--- config.mk ---
export PLATFORM = sky130hd
export DESIGN_NAME = spi_controller
export DESIGN_NICKNAME = d
export VERILOG_FILES = /design/src/rtl/spi_controller_pkg.sv /design/src/rtl/spi_controller_sclk_gen.sv /design/src/rtl/spi_controller.sv
export SDC_FILE = /design/constraint.sdc
export NUM_CORES = 1
export LEC_CHECK = 0
export BUFFER_PORTS_ARGS = -buffer_cell sky130_fd_sc_hd__buf_2
export CAP_MARGIN = 30
export CORE_UTILIZATION = 50
export CTS_CLUSTER_DIAMETER = 60
export CTS_CLUSTER_SIZE = 8
export DETAILED_ROUTE_END_ITERATION = 6
export PLACE_DENSITY = 0.81
export SLEW_MARGIN = 0
export SYNTH_ARGS = -nofsm -noshare
export SYNTH_HDL_FRONTEND = slang
export SYNTH_SLANG_ARGS = --single-unit
--- constraint.sdc ---
create_clock -name clk -period 2.05 [get_ports clk]
set_input_delay 0.41 -clock clk [delete_from_list [all_inputs] [get_ports clk]]
set_output_delay 0.41 -clock clk [all_outputs]
set_load 0.005 [all_outputs]
--- src/rtl/spi_controller_pkg.sv ---
// Shared types and helpers for the SPI primary controller.
package spi_types;

  typedef enum logic [2:0] {
    WRITE_8         = 3'd0,
    WRITE_16        = 3'd1,
    WRITE_8_READ_8  = 3'd2,
    WRITE_8_READ_16 = 3'd3,
    WRITE_8_READ_24 = 3'd4
  } spi_transaction_t;

  typedef enum logic [1:0] {
    S_IDLE,
    S_TX,
    S_RX,
    S_DONE
  } spi_state_t;

  localparam int unsigned RX_W = 24;

  function automatic logic [4:0] tx_bits(input spi_transaction_t mode);
    return (mode == WRITE_16) ? 5'd16 : 5'd8;
  endfunction

  // Undefined encodings fall through to a plain 8-bit write with no read-back.
  function automatic logic [4:0] rx_bits(input spi_transaction_t mode);
    case (mode)
      WRITE_8_READ_8:  return 5'd8;
      WRITE_8_READ_16: return 5'd16;
      WRITE_8_READ_24: return 5'd24;
      default:         return 5'd0;
    endcase
  endfunction

endpackage

--- src/rtl/spi_controller_sclk_gen.sv ---
// sclk generator: half-period down-counter with registered sclk and
// single-cycle strobes marking the clk edge that raises or lowers sclk.
module spi_controller_sclk_gen #(
  parameter int unsigned HALF_CYCLES = 1
) (
  input  logic clk,
  input  logic rst,
  input  logic en,
  output logic sclk,
  output logic rise,
  output logic fall
);

  localparam int unsigned CW = (HALF_CYCLES > 1) ? $clog2(HALF_CYCLES) : 1;
  localparam logic [CW-1:0] RELOAD = CW'(HALF_CYCLES - 1);

  logic [CW-1:0] cnt_q, cnt_d;
  logic          sclk_q, sclk_d;
  logic          tc;

  assign tc   = en && (cnt_q == '0);
  assign rise = tc && !sclk_q;
  assign fall = tc && sclk_q;
  assign sclk = sclk_q;

  always_comb begin
    cnt_d  = cnt_q;
    sclk_d = sclk_q;
    if (!en) begin
      cnt_d  = RELOAD;
      sclk_d = 1'b0;
    end else if (tc) begin
      cnt_d  = RELOAD;
      sclk_d = !sclk_q;
    end else begin
      cnt_d = cnt_q - 1'b1;
    end
  end

  always_ff @(posedge clk) begin
    if (rst) begin
      cnt_q  <= RELOAD;
      sclk_q <= 1'b0;
    end else begin
      cnt_q  <= cnt_d;
      sclk_q <= sclk_d;
    end
  end

endmodule

--- src/rtl/spi_controller.sv ---
// SPI mode-0 primary: 8/16-bit writes, plus 8/16/24-bit read-back when
// SPI_READ_WRITE_EN is defined (otherwise read modes act as WRITE_8).
//   state  | meaning
//   S_IDLE | csb high, ready for a command
//   S_TX   | shifting command bits out on mosi
//   S_RX   | shifting response bits in from miso
//   S_DONE | response held on o_data until o_ready
module spi_controller
  import spi_types::*;
#(
  parameter int unsigned SCLK_HALF_CYCLES = 1
) (
  input  logic             clk,
  input  logic             rst,
  output logic             sclk,
  output logic             csb,
  output logic             mosi,
  input  logic             miso,
  input  spi_transaction_t spi_mode,
  output logic             i_ready,
  input  logic             i_valid,
  input  logic [15:0]      i_data,
  input  logic             o_ready,
  output logic             o_valid,
  output logic [23:0]      o_data
);

  spi_state_t  state_q, state_d;
  logic        csb_q, csb_d;
  logic        mosi_q, mosi_d;
  logic [15:0] tx_sh_q, tx_sh_d;
  logic [4:0]  bits_q, bits_d;
  logic        sclk_en, sclk_rise, sclk_fall;

`ifdef SPI_READ_WRITE_EN
  logic [RX_W-1:0] rx_sh_q, rx_sh_d;
  logic [4:0]      rx_len_q, rx_len_d;
  logic            o_valid_q, o_valid_d;
  logic [23:0]     o_data_q, o_data_d;
`endif

  assign sclk_en = (state_q == S_TX) || (state_q == S_RX);

  spi_controller_sclk_gen #(
    .HALF_CYCLES(SCLK_HALF_CYCLES)
  ) u_sclk_gen (
    .clk (clk),
    .rst (rst),
    .en  (sclk_en),
    .sclk(sclk),
    .rise(sclk_rise),
    .fall(sclk_fall)
  );

  always_comb begin
    state_d = state_q;
    csb_d   = csb_q;
    mosi_d  = mosi_q;
    tx_sh_d = tx_sh_q;
    bits_d  = bits_q;
`ifdef SPI_READ_WRITE_EN
    rx_sh_d   = rx_sh_q;
    rx_len_d  = rx_len_q;
    o_valid_d = o_valid_q;
    o_data_d  = o_data_q;
`endif
    case (state_q)
      S_IDLE: begin
        if (i_valid) begin
          // 8-bit commands are left-aligned so the shifter always emits bit 15
          tx_sh_d = (spi_mode == WRITE_16) ? i_data : {i_data[7:0], 8'h00};
          mosi_d  = (spi_mode == WRITE_16) ? i_data[15] : i_data[7];
          bits_d  = tx_bits(spi_mode) - 5'd1;
          csb_d   = 1'b0;
          state_d = S_TX;
`ifdef SPI_READ_WRITE_EN
          rx_len_d = rx_bits(spi_mode);
          rx_sh_d  = '0;
`endif
        end
      end
      S_TX: begin
        if (sclk_fall) begin
          if (bits_q == '0) begin
            mosi_d = 1'b0;
`ifdef SPI_READ_WRITE_EN
            if (rx_len_q != '0) begin
              bits_d  = rx_len_q - 5'd1;
              state_d = S_RX;
            end else begin
              csb_d   = 1'b1;
              state_d = S_IDLE;
            end
`else
            csb_d   = 1'b1;
            state_d = S_IDLE;
`endif
          end else begin
            bits_d  = bits_q - 5'd1;
            tx_sh_d = {tx_sh_q[14:0], 1'b0};
            mosi_d  = tx_sh_q[14];
          end
        end
      end
`ifdef SPI_READ_WRITE_EN
      S_RX: begin
        if (sclk_rise) begin
          rx_sh_d = {rx_sh_q[RX_W-2:0], miso};
        end
        if (sclk_fall) begin
          if (bits_q == '0) begin
            csb_d     = 1'b1;
            o_valid_d = 1'b1;
            o_data_d  = rx_sh_q;
            state_d   = S_DONE;
          end else begin
            bits_d = bits_q - 5'd1;
          end
        end
      end
      S_DONE: begin
        if (o_ready) begin
          o_valid_d = 1'b0;
          state_d   = S_IDLE;
        end
      end
`endif
      default: state_d = S_IDLE;
    endcase
  end

  always_ff @(posedge clk) begin
    if (rst) begin
      state_q <= S_IDLE;
      csb_q   <= 1'b1;
      mosi_q  <= 1'b0;
      tx_sh_q <= '0;
      bits_q  <= '0;
    end else begin
      state_q <= state_d;
      csb_q   <= csb_d;
      mosi_q  <= mosi_d;
      tx_sh_q <= tx_sh_d;
      bits_q  <= bits_d;
    end
  end

`ifdef SPI_READ_WRITE_EN
  always_ff @(posedge clk) begin
    if (rst) begin
      rx_sh_q   <= '0;
      rx_len_q  <= '0;
      o_valid_q <= 1'b0;
      o_data_q  <= '0;
    end else begin
      rx_sh_q   <= rx_sh_d;
      rx_len_q  <= rx_len_d;
      o_valid_q <= o_valid_d;
      o_data_q  <= o_data_d;
    end
  end

  assign o_valid = o_valid_q;
  assign o_data  = o_data_q;
`else
  logic unused_rx;
  assign unused_rx = ^{miso, o_ready, sclk_rise};
  assign o_valid   = 1'b0;
  assign o_data    = '0;
`endif

  assign csb     = csb_q;
  assign mosi    = mosi_q;
  assign i_ready = (state_q == S_IDLE) && !rst;

endmodule

==> qor.yml <==
clock_latency_ps: 320
worstPathRequired_ps: 2240
initial_antenna_violation_count: 0
startpoint_type: "register"
detail_route.wirelength_mm: 3.04
cts_tree: "done"
dieWidth_um: 57.3
post_route_cells_drive_above_1_share: 0.235
port_buffers: 25
ff_latch_area_um2: 500
ffs_w_async_s_r_synth: 0
cts_post_setup_buffers_inserted: 0
synth_edf_count: 0
global_route.usage.total: 0.198
cts.sink_count: 25
critPathCapture: "tx_sh_q[4]"
area_used_by_multi_input_combinational_logic_um2: 837
first_iter_violations: 56
crit_reg_reg_startpoint: "bits_q[0]"
main_combinational_cell_family_by_area_after_synthesis: "compound AO/OA/AOI/OAI gates"
critical_path.startpoint: "bits_q[0]"
static-leakage-power_nw: 0.647
yosysWarnings: 0
first_drt_pass_iteration_count: 6
synth_xor_xnor_area_share: 0.00572
vdd.ir_drop.worst_mv: 0.591
die_y_um: 57.3
critical_path.endpoint_type: "register"
synth.area.top_cells: "dfxtp_1, buf_4, a21oi_1"
syn_inst: 180
num-nets-final: 230
maxSlewHeadroom: 0.638
totalNegativeSetupSlack_ps: 0
combPwrFrac: 0.292
pin_count: 53
sequential_fraction_of_design_power: 0.508
fmax_ghz: 0.549
ant_nets_after_route: 0
dp_hpwl_mm: 2.15
first_pass_grt_wire_length_mm: 5.06
cap_viol_max_count: 0
finalHoldViolations: 0
fp.coreArea_um2: 2830
violations: "DRC"
ys_seq_area_frac: 0.327
synth.cells.most_frequent: "buf_4, dfxtp_1, a21oi_1, nand2_1, clkbuf_1"
fillerInstances: 287
synth_cell_types: 38
grt_setup_unrepaired: "false"
netlist.top_cell.by_area: "dfxtp_1"
status: "finished, violations left"
area_growth_syn_to_layout_pct: 6.95
route.detailed.vias_per_inst: 5.48
clock_power_share: 0.201
cts-resized-gates: 0
n_antenna_cell: 0
grt_remaining_overflow: 0
power_per_unit_of_standard_cell_area_nw_per_um2: 686
net_switching_power_figure_uw: 364
fin_skew_ps: 7.47
initial_core_util: 0.541
timing.rr.end: "tx_sh_q[4]"
drt_drc_violations_left: 4
grt_pass1_vias: 1132
final_hold_slack_ps: 367
globalplace.congestion: 0.841
die_area_um2: 3290
number_of_max_slew_violations_in_the_final_report: 0
synthAdderAreaFrac: 0.00818
post-synth-top-area-fraction: 0.327
critical_path_fanouts_max: 18
worst-slew-pin-transition_ps: 541
cts.root.buffer_cell: "clkbuf_4"
synth_mux_area_frac: 0.0581
cell_internal_pwr_uw: 758
r2r_slack_ps: 230
pin_count_of_the_biggest_net_entering_global_routing: 33
post-route-min-period_ps: 1820
post-route-period-util: 0.888
power.switching_fraction: 0.324
syn_avg_cell_area_um2: 8.50
clkTransAtPathRegs_ps: 140
tritoncts.num_buffers: 3
ffs_latches_synth: 25
holdBufCountCts: 0
r2r.worst_path.cells: 5
worst-setup-path-type: "register to register"
syn_area_um2: 1530
synth-simple-area-share: 0.166
min_path_type: "input port to register"
setup_violations: 0
rows: 19
routed-via-count: 1287
cts_max_path_buffers: 2
ys.flop_type: "dfxtp_1"
post_synthesis_compound_gate_area_fraction: 0.242
detail_route.wl_per_cell_um: 12.9
htree_levels: 1
worstPathArrival_ps: 2010
-- worst max-delay path, cell delays in order (launching register included) --
cell and delay (ps):
dfxtp_1 360, or4_4 580, or3_1 320, buf_4 200, a21oi_1 160, a311oi_1 60
-- logic make-up (layout without fill, tap and decap cells) --
kind of cell / Yosys count / after routing
other: 1 / 26
adder cells (fa/ha/maj): 1 / 1
buffers and inverters: 48 / 47
multiplexers: 8 / 8
AO/OA/AOI/OAI: 54 / 54
XOR/XNOR: 1 / 1
AND/OR/NAND/NOR: 42 / 42
flip-flops: 25 / 25
-- layout make-up --
class / instances / share of cell area
clock buffer: 4 / 0.0161
multi-input combinational: 132 / 0.511
inverter: 8 / 0.0183
tap: 31 / 0.0237
sequential: 25 / 0.306
timing repair buffer: 35 / 0.125
-- registers in the layout, summed over array words and instances (netlist names) --
name and cells:
bits_q 5, csb 1, mosi 1, state_q 1
tx_sh_q 15, u_sclk_gen.cnt_q 1, u_sclk_gen.sclk 1
-- per-stage QoR --
stage                     utilization  area [µm²]  power [mW]  worst slack, ps  cells
final                           0.579        1640        1.12              230    235
after global routing            0.579        1640        1.19              137    235
after CTS                       0.579        1640        1.13              223    235
after detailed placement        0.569        1610       0.905              246    231
after global placement          0.565        1600       0.892             63.2    230
after floorplan                     -        1620       0.855              281    205
-- how the worst min path moves through the flow --
stage,startpoint,cells after the start,to,slack [ps]
after floorplan,tx_sh_q[10],2,tx_sh_q[10],450
after global placement,tx_sh_q[11],2,tx_sh_q[11],460
after detailed placement,tx_sh_q[13],2,tx_sh_q[13],460
after CTS,i_valid,3,state_q[0],350
after global routing,i_valid,3,state_q[0],370
final,i_data[6],3,tx_sh_q[6],370
-- per-layer routing --
metal	GRT usage	up-vias	part of all wire
li1	-	654	-
met1	0.262	603	0.47
met2	0.319	28	0.49
met3	0.0522	2	0.039
met4	0.0557	0	0.0069
met5	0	-	0
-- power groups by stage --
stage	Combinational, mW	Clock, mW	Sequential [mW]
CTS	0.326	0.233	0.569
finish	0.327	0.225	0.569
detailed placement	0.325	0	0.580
global route	0.364	0.256	0.575
global placement	0.313	0	0.579
floorplan	0.283	0	0.573
-- cells in the final DEF (no fill, tap or decap), drive strengths merged, types with 2 or more instances in the layout --
master,n
a31oi,2
clkbuf,4
o21ai,2
nor2b,4
a211oi,4
dfxtp,25
inv,8
nand4b,2
conb,26
nor2,6
o2111ai,7
a311oi,7
buf,35
nand2,11
mux2,7
nor3b,3
a21oi,19
o31ai,8
nand3b,8
(Power assumes the default switching activity.)
